===== src/rtl/vector_mask_result_accumulator_pkg.sv =====
// Shared types for the vector mask result accumulator: element bit modes,
// accumulator FSM states and the default mask width.
package dragonfang_pkg;

  localparam int MASK_WIDTH_DEFAULT = 64;

  typedef enum logic [1:0] {
    ENABLED_64BIT_MODE = 2'd0,
    ENABLED_32BIT_MODE = 2'd1
  } bit_mode_t;

  typedef enum logic [1:0] {
    IDLE       = 2'd0,
    ACCUMULATE = 2'd1,
    DRAIN      = 2'd2
  } mask_accumulator_state_t;

  // Only the two enumerated modes produce mask bits; any other encoding
  // behaves like an empty instruction.
  function automatic logic mode_supported(input bit_mode_t mode);
    logic ok;
    case (mode)
      ENABLED_64BIT_MODE: ok = 1'b1;
      ENABLED_32BIT_MODE: ok = 1'b1;
      default:            ok = 1'b0;
    endcase
    return ok;
  endfunction

endpackage


===== src/rtl/vector_mask_result_accumulator_bit_inserter.sv =====
// Combinational insertion of one compare beat into the mask image.
// 64-bit mode writes one element, 32-bit mode writes up to two; no bit at or
// beyond vl is ever written and the pointer never moves past vl.
module vector_mask_bit_inserter
  import dragonfang_pkg::*;
#(
  parameter int MASK_WIDTH = MASK_WIDTH_DEFAULT,
  parameter int VL_WIDTH   = $clog2(MASK_WIDTH) + 1
) (
  input  logic [MASK_WIDTH-1:0] mask,
  input  logic [VL_WIDTH-1:0]   ptr,
  input  logic [VL_WIDTH-1:0]   vl,
  input  bit_mode_t             mode,
  input  logic [1:0]            vd,
  output logic [MASK_WIDTH-1:0] mask_next,
  output logic [VL_WIDTH-1:0]   ptr_next
);

  logic [VL_WIDTH-1:0] ptr_plus1;
  logic                lo_ok;
  logic                hi_ok;

  // Per-bit write enables and pointer advance for the current beat.
  always_comb begin
    mask_next = mask;
    ptr_next  = ptr;
    ptr_plus1 = ptr + VL_WIDTH'(1);
    lo_ok     = (ptr < vl);
    hi_ok     = (ptr_plus1 < vl);
    case (mode)
      ENABLED_64BIT_MODE: begin
        for (int i = 0; i < MASK_WIDTH; i++) begin
          if (lo_ok && (VL_WIDTH'(i) == ptr)) begin
            mask_next[i] = vd[0];
          end else begin
            mask_next[i] = mask[i];
          end
        end
        ptr_next = lo_ok ? ptr_plus1 : ptr;
      end
      ENABLED_32BIT_MODE: begin
        for (int i = 0; i < MASK_WIDTH; i++) begin
          if (lo_ok && (VL_WIDTH'(i) == ptr)) begin
            mask_next[i] = vd[0];
          end else if (hi_ok && (VL_WIDTH'(i) == ptr_plus1)) begin
            mask_next[i] = vd[1];
          end else begin
            mask_next[i] = mask[i];
          end
        end
        if (hi_ok) begin
          ptr_next = ptr + VL_WIDTH'(2);
        end else if (lo_ok) begin
          ptr_next = ptr_plus1;
        end else begin
          ptr_next = ptr;
        end
      end
      default: begin
        mask_next = mask;
        ptr_next  = vl;
      end
    endcase
  end

endmodule


===== src/rtl/vector_mask_result_accumulator.sv =====
// Vector mask result accumulator: gathers per-beat FP compare bits into one
// RVV mask register image and hands it to writeback over valid/ready.
// Build option DRAGONFANG_MASK_TAIL_AGNOSTIC_EN: tail bits [MASK_WIDTH-1:vl]
// are set to 1; otherwise they are cleared to 0.
module vector_mask_result_accumulator
  import dragonfang_pkg::*;
#(
  parameter int MASK_WIDTH = MASK_WIDTH_DEFAULT,
  parameter int VL_WIDTH   = $clog2(MASK_WIDTH) + 1
) (
  input  logic                  clock,
  input  logic                  reset,
  input  logic                  flush,
  input  logic                  start_valid,
  output logic                  start_ready,
  input  logic [VL_WIDTH-1:0]   start_vl,
  input  bit_mode_t             start_bit_mode,
  input  logic                  compare_valid,
  output logic                  compare_ready,
  input  logic [63:0]           compare_vd,
  output logic                  mask_valid,
  input  logic                  mask_ready,
  output logic [MASK_WIDTH-1:0] mask_data,
  output logic                  busy
);

  localparam logic [VL_WIDTH-1:0] VL_MAX = VL_WIDTH'(MASK_WIDTH);

  mask_accumulator_state_t state, state_next;
  logic [MASK_WIDTH-1:0]   mask, mask_next;
  logic [VL_WIDTH-1:0]     ptr, ptr_next;
  logic [VL_WIDTH-1:0]     vl, vl_next;
  bit_mode_t               mode, mode_next;
  logic [VL_WIDTH-1:0]     vl_sat;
  logic [MASK_WIDTH-1:0]   ins_mask;
  logic [VL_WIDTH-1:0]     ins_ptr;
  logic                    unused_vd_upper;

  // Bits at or above vl.
  function automatic logic [MASK_WIDTH-1:0] tail_bits(input logic [VL_WIDTH-1:0] v);
    logic [MASK_WIDTH-1:0] t;
    for (int i = 0; i < MASK_WIDTH; i++) begin
      t[i] = (VL_WIDTH'(i) >= v);
    end
    return t;
  endfunction

  // Force the tail region to the configured fill value.
  function automatic logic [MASK_WIDTH-1:0] apply_tail(input logic [MASK_WIDTH-1:0] m,
                                                      input logic [VL_WIDTH-1:0]   v);
`ifdef DRAGONFANG_MASK_TAIL_AGNOSTIC_EN
    return m | tail_bits(v);
`else
    return m & ~tail_bits(v);
`endif
  endfunction

  assign unused_vd_upper = ^compare_vd[63:2];

  vector_mask_bit_inserter #(
    .MASK_WIDTH(MASK_WIDTH),
    .VL_WIDTH  (VL_WIDTH)
  ) u_inserter (
    .mask     (mask),
    .ptr      (ptr),
    .vl       (vl),
    .mode     (mode),
    .vd       (compare_vd[1:0]),
    .mask_next(ins_mask),
    .ptr_next (ins_ptr)
  );

  assign start_ready   = (state == IDLE) && !reset;
  assign compare_ready = (state == ACCUMULATE);
  assign mask_valid    = (state == DRAIN);
  assign busy          = (state != IDLE);
  assign mask_data     = mask;

  // Next-state and datapath decode; flush overrides every handshake.
  always_comb begin
    state_next = state;
    mask_next  = mask;
    ptr_next   = ptr;
    vl_next    = vl;
    mode_next  = mode;
    vl_sat     = (start_vl > VL_MAX) ? VL_MAX : start_vl;
    if (flush) begin
      state_next = IDLE;
      ptr_next   = '0;
      mask_next  = '0;
    end else begin
      case (state)
        IDLE: begin
          if (start_valid) begin
            mode_next = start_bit_mode;
            ptr_next  = '0;
            if ((vl_sat == '0) || !mode_supported(start_bit_mode)) begin
              vl_next    = '0;
              mask_next  = apply_tail('0, '0);
              state_next = DRAIN;
            end else begin
              vl_next    = vl_sat;
              mask_next  = '0;
              state_next = ACCUMULATE;
            end
          end else begin
            state_next = IDLE;
          end
        end
        ACCUMULATE: begin
          if (compare_valid) begin
            ptr_next = ins_ptr;
            if (ins_ptr >= vl) begin
              mask_next  = apply_tail(ins_mask, vl);
              state_next = DRAIN;
            end else begin
              mask_next  = ins_mask;
              state_next = ACCUMULATE;
            end
          end else begin
            state_next = ACCUMULATE;
          end
        end
        DRAIN: begin
          if (mask_ready) begin
            state_next = IDLE;
          end else begin
            state_next = DRAIN;
          end
        end
        default: begin
          state_next = IDLE;
          ptr_next   = '0;
        end
      endcase
    end
  end

  // State and datapath registers with synchronous reset.
  always_ff @(posedge clock) begin
    if (reset) begin
      state <= IDLE;
      mask  <= '0;
      ptr   <= '0;
      vl    <= '0;
      mode  <= ENABLED_64BIT_MODE;
    end else begin
      state <= state_next;
      mask  <= mask_next;
      ptr   <= ptr_next;
      vl    <= vl_next;
      mode  <= mode_next;
    end
  end

endmodule


===== config.mk =====
export PLATFORM = sky130hd
export DESIGN_NAME = vector_mask_result_accumulator
export DESIGN_NICKNAME = d
export VERILOG_FILES = /design/src/rtl/vector_mask_result_accumulator_pkg.sv /design/src/rtl/vector_mask_result_accumulator_bit_inserter.sv /design/src/rtl/vector_mask_result_accumulator.sv
export SDC_FILE = /design/constraint.sdc
export NUM_CORES = 1
export LEC_CHECK = 0
export ABC_CLOCK_PERIOD_IN_PS = 5800
export BUFFER_PORTS_ARGS = -buffer_cell sky130_fd_sc_hd__buf_2
export CAP_MARGIN = 20
export CORE_MARGIN = 3
export CORE_UTILIZATION = 50
export DETAILED_ROUTE_END_ITERATION = 7
export GPL_TIMING_DRIVEN = 0
export PLACE_DENSITY_LB_ADDON = 0.3
export SLEW_MARGIN = 20
export SYNTH_ARGS = -nofsm -noshare
export SYNTH_HDL_FRONTEND = slang
export SYNTH_HIERARCHICAL = 1
export SYNTH_SLANG_ARGS = --single-unit

===== constraint.sdc =====
create_clock -name clock -period 5.8 [get_ports clock]
set_input_delay 0.58 -clock clock [delete_from_list [all_inputs] [get_ports clock]]
set_output_delay 0.58 -clock clock [all_outputs]
set_load 0.02 [all_outputs]

## Yosys cells after proc, flatten, opt, wreduce, memory -nomap -nowiden

Index checks and enable logic that the tools add are counted.

| word-level totals | value |
|---|---|
| flip-flop bits (word level) | 82 |
| input bits | 79 |
| output and inout bits | 68 |
| word-level logic and storage cells | 571 |

| cells by class | value |
|---|---|
| add/subtract/negate cells | 2 |
| magnitude comparators | 68 |
| eq/ne operators | 132 |
| multiplexer cells | 215 |
| bitwise operators | 4 |
| reduce and logical (&&, ||, !) cells | 145 |

Operators by type and width:

| operator | count |
|---|---|
| $eq A6 B7 Y1 const A | 64 |
| $pmux W64 S2 | 2 |
| $eq A5 B7 Y1 const A | 32 |
| $ge A6 B7 Y1 const A | 32 |
| $mux W1 | 196 |
| $mux W64 | 3 |
| $logic_and A1 B1 Y1 | 129 |
| $eq A4 B7 Y1 const A | 16 |
| $ge A5 B7 Y1 const A | 16 |
| $and A64 B64 Y64 | 1 |
| $not A64 Y64 | 1 |
| $eq A3 B7 Y1 const A | 8 |
| $ge A4 B7 Y1 const A | 8 |
| $mux W7 | 6 |
| $eq A2 B7 Y1 const A | 4 |
| $ge A3 B7 Y1 const A | 4 |
| $logic_not A7 Y1 | 3 |
| $pmux W7 S3 | 1 |
| $eq A1 B7 Y1 const A | 2 |
| $ge A1 B7 Y1 const A | 2 |
| $ge A2 B7 Y1 const A | 2 |
| $lt A7 B7 Y1 | 2 |
| $pmux W7 S2 | 1 |
| $mux W2 | 5 |
| other kinds (15) | 26 |

## Longest topological paths before layout

| logic depth | value |
|---|---|
| depth in word-level cells | 11 |
| depth in mapped cells | 22 |
| gate-level depth less buffers | 18 |

## Hierarchy

The synthesis kept the hierarchy.

Modules (own cells, without submodules):

| module | times used | cells an instance | area each (sq um) | sequential area each (sq um) |
|---|---|---|---|---|
| vector_mask_bit_inserter | 1 | 766 | 4687.0 | 0.0 |
| vector_mask_result_accumulator | 1 | 418 | 3829.9 | 1641.6 |

## Worst setup path before layout

No wires, ideal clock.

| path | value |
|---|---|
| path type | register to register |
| start point | register ptr[1] |
| end point | register mask[22] (netlist: mask_data[22]) |
| data arrival time | 4.222 ns |
| data required time | 5.667 ns |
| path slack | 1.445 ns |
| stages on the path, launching flop included | 23 |
| path buffers | 5 |
| cell sequence | dfxtp_1 -> ha_1 -> a21bo_2 -> and2_0 -> clkbuf_1 -> inv_1 -> ha_1 -> o21a_1 -> o2111ai_1 -> buf_2 -> buf_1 -> nand2_1 -> mux2i_1 -> o21ai_0 -> ha_1 -> o21a_1 -> o2111ai_1 -> o21ai_2 -> buf_6 -> nand2_8 -> buf_12 -> a221oi_1 -> nor3_1 |

| between the ends | value |
|---|---|
| elaborated cells between the ends (all ways) | 20 |
| classes of those cells | 2 x add/sub; 3 x order compare; 2 x eq/ne; 10 x mux; 1 x bitwise; 2 x reduce/logical |

RTL lines:

| what | line | text |
|---|---|---|
| start: declaration | vector_mask_result_accumulator.sv:31 | `logic [VL_WIDTH-1:0] ptr, ptr_next;` |
| start signal: assignment | vector_mask_result_accumulator.sv:150 | `ptr <= ptr_next;` |
| $add A7 B1 Y7 or $lt A7 B7 Y1 (tied branches) | vector_mask_result_accumulator_bit_inserter.sv:27, vector_mask_result_accumulator_bit_inserter.sv:28 |  |
| $lt A7 B7 Y1 or $mux W7 (tied branches) | vector_mask_result_accumulator_bit_inserter.sv:29, vector_mask_result_accumulator_bit_inserter.sv:39, vector_mask_result_accumulator_bit_inserter.sv:53 |  |
| $mux W7 | vector_mask_result_accumulator_bit_inserter.sv:51 | `if (hi_ok) begin` |
| $pmux W7 S2 (*) | vector_mask_result_accumulator_bit_inserter.sv:30 | `case (mode)` |
| net ins_ptr[2] | vector_mask_result_accumulator.sv:36 | `logic [VL_WIDTH-1:0] ins_ptr;` |
| $ge A7 B7 Y1 (*) | vector_mask_result_accumulator.sv:113 | `if (ins_ptr >= vl) begin` |
| $mux W64 (*) | vector_mask_result_accumulator.sv:113 |  |
| $mux W64 (*) | vector_mask_result_accumulator.sv:111 | `if (compare_valid) begin` |
| $pmux W64 S2 (*) | vector_mask_result_accumulator.sv:92 | `case (state)` |
| end signal: assignment | vector_mask_result_accumulator.sv:149 | `mask <= mask_next;` |
| end: declaration | vector_mask_result_accumulator.sv:30 | `logic [MASK_WIDTH-1:0] mask, mask_next;` |

Mark *: on every way through the listed nets, which the timed path passes. The rest lies on a longest branch. The select of a mux whose other input is x is not followed.
A chain may end at the register's enable or synchronous reset.

## Worst setup path after layout

| path | value |
|---|---|
| start point | register ptr[2] |
| end point | register mask[41] (netlist: mask_data[41]) |

The elaborated chain is that of the path after synthesis.

==> metrics.cfg <==
[yosys]
synth_top_area_cell = dfxtp_1
syn_area_per_cell_um2 = 7.19
syn_inst = 1184
synth_edf_count = 0
ys_seq_area_share_pct = 19.3
synthTopCellsByArea = dfxtp_1 (19%), nor2_1 (6.0%), a22oi_1 (5.3%)
syn_area_um2 = 8520
ys_warn_count = 6
synth_nets = 1285
synth_cell_types = 97
ys_ff_latch = 82
synthArstFlopShare_pct = 0
yosys.cell_count.top_type = nor2_1
post-synth-top-area-fraction_pct = 19.3
synth_top_flop_cell = dfxtp_1
yosys-top-cells-count = nor2_1 (137), nand2_1 (101), o21ai_0 (85)

[drt]
ant_nets = 0
dr_total_vias = 11355
via_per_inst = 7.55
firstDrtPassIters = 8
drc = 12
wl_per_cell_um = 30.3
drt_iter0_drc = 2345
wl_mm = 45.6

[outcome]
violations = design-rule violations
status = finished with violations

[grt]
antenna_found_initial = 0
grt_util_met3_pct = 23.1
overflow = 0
grt_max_degree = 15
use_met1_pct = 60.9
busiest_layer = met2
grt_usage_pct = 47.7
met2_usage_pct = 65.2
grt_first_pass_wirelength_mm = 65.2
grt_pass1_vias = 10001

[place]
portBuffers = 83
hpwl_mm = 34.3
dpl_cell_area_um2 = 9210
dp_slack_ns = -0.337
routabilityCongestion = 1.10

[final_layout]
fillers = 1623
nNetsFinal = 1379
antenna_cells = 0
synthToLayoutAreaGrowth_pct = 12.1
final_area_um2 = 9550
drive_gt1_share_pct = 15.0

[floorplanning]
coreArea_um2 = 16600
start_util_pct = 51.2
fp.dieH_um = 137
io_pins = 147
die_x_um = 137
placementRows = 47
dieArea_um2 = 18600

[sta]
finalWorstSetupSlack_ns = 0.110
drv_slew = 0
fin_crit_ns = 5.69
rsz0062_at_grt = false
worst_pin_slew_ns = 1.14
slew_headroom_pct = 21.7
max_freq_mhz = 176
finalCritPeriodShare_pct = 98.1
finalHoldViolations = 0
finalClockSkew_ns = 0.00629
setup_viol = 0

[worst_setup_path]
crit_slowest_cell = dfxtp_2
endpoint_kind = flip-flop
rr_worst_depth = 21
cpPeakStageDelay_ns = 0.49
crit_chain = ha_2, a21bo_2, and2_1, clkbuf_2, inv_1, ha_1, o21a_1, o2111ai_2, buf_2, buf_2, nand2_1, mux2i_1, o21ai_0, ha_1, o21a_1, o2111ai_1, o21ai_2, buf_6, buf_6, o21ai_0, a32o_1
critPathKind = flip-flop to flip-flop
cp_data_arrival_time_ns = 5.94
cp_max_fo = 10
startpoint_type = flip-flop
crit_required_ns = 6.05

[pwr]
p_per_area_nw_per_um2 = 169
ir_worst_vdd_mv = 0.142
p_leak_uw = 0.00323

[clock_network]
clk_pin_slew_ns = 0.07
cts_max_level = 3
clkLatencyLatePin_ns = 0.35
cts_root_buf = clkbuf_16
cts_tree = built
cts.sinks = 82
clk_path_buf_depth = 2
cts_made_buffers = 9
post-cts-setup-buffers = 0

[job]
drv_cap = 0

[hold_path]
min_path_type = input pin to flip-flop
holdPathStages = 3

-- state kept, by name (all words and copies together), names as in the netlist --
register and cells:
state 2, mask_data 64, mode 2, vl 7, ptr 7
-- critical path, delay by kind of cell, from the launching register on --
kind                       cells  cell delay, ns
AOI/OAI and AO/OA              9            2.18
buffers and inverters          6            1.46
adders and majority gates      3            0.88
DFF                            1            0.49
and+or+nand+nor                2            0.39
muxes                          1            0.14
-- logic make-up after synthesis --
kind of cell	count (synthesis)	share of synthesized area [%]
fa+ha+maj	22	3.23
flops	82	19.3
compound gates	470	39.7
buf+inv	143	7.79
simple gates	431	25.4
mux	28	3.38
xor+xnor	8	1.16
-- layout make-up --
cell class	count	area (µm²)	area share [%]
repair buffers	83	415	4.35
plain buffers	115	561	5.87
flip-flops and latches	82	1640	17.2
well taps	220	275	2.88
clock buffers	10	229	2.40
multi-input cells	959	6230	65.2
clock inverters	6	90.1	0.944
inverters	28	105	1.10
-- repair_timing --
item | 4_1_cts | 5_1_grt
gates resized for setup | 2 | 6
endpoints found under the setup margin | 63 | 65
hold buffers | 0 | 0
-- power by group --
group	internal (µW)	switching [µW]	total (µW)
logic	97.4	298	395
clock network	380	271	650
registers	565	4.29	569
total	1040	573	1610
-- routing by layer --
metal  wire length (µm)  up-vias
met5                  0        -
met4               3140        0
met3               8230      249
met2              17500     1094
met1              16700     5240
li1                   -     4772
-- through the flow --
| stage | TNS, ns | hold slack [ns] | power (µW) | util [%] | std cells |
|---|---|---|---|---|---|
| after global placement | -9.21 | 0.472 | 940 | 55.3 | 1487 |
| after detailed placement | -6.04 | 0.491 | 940 | 55.3 | 1487 |
| after CTS | 0 | 0.462 | 1580 | 57.3 | 1503 |
| after global routing | 0 | 0.480 | 1630 | 57.4 | 1503 |
| after floorplan | 0 | 0.461 | 792 | - | 1184 |
| final | 0 | 0.472 | 1610 | 57.4 | 1503 |
-- path summary, 6_finish.rpt --
| kind | from | endpoint | slack, ns |
|---|---|---|---|
| max | ptr[2] | mask_data[41] | 0.11 |
| min | start_bit_mode[0] | mode[0] | 0.47 |
| max reg2reg | ptr[2] | mask_data[41] | 0.11 |
| min reg2reg | mask_data[39] | mask_data[39] | 0.50 |
-- cells in the final DEF, fill, tap and decap left out, types with 4 or more instances in the layout --
cell type,synthesis,layout
o311ai_0,4,4
and2_1,11,12
nand3_1,41,41
o211ai_1,27,27
or4_1,10,10
o22ai_1,7,7
buf_4,5,5
nor3_1,39,39
a21o_1,4,4
mux2_2,6,6
a221oi_1,14,14
o31ai_1,21,21
inv_1,25,25
nor4_1,12,12
a21boi_0,4,4
a2bb2oi_1,6,6
a32o_1,27,27
or2_2,5,5
buf_6,7,7
o21ai_0,85,85
and3_1,14,14
nor2b_1,10,10
a22oi_1,60,60
or3_1,15,15
a211oi_1,26,26
a21oi_1,77,77
clkbuf_16,0,9
nand4_1,4,4
nor2_1,137,137
nand2_1,101,101
ha_1,22,21
dfxtp_1,82,80
o21a_1,6,6
clkbuf_1,67,67
mux2i_1,22,22
a311oi_1,8,8
buf_2,31,115
o221ai_1,33,33
o311a_1,8,8
a31oi_1,13,13
(Power assumes the default switching activity.)
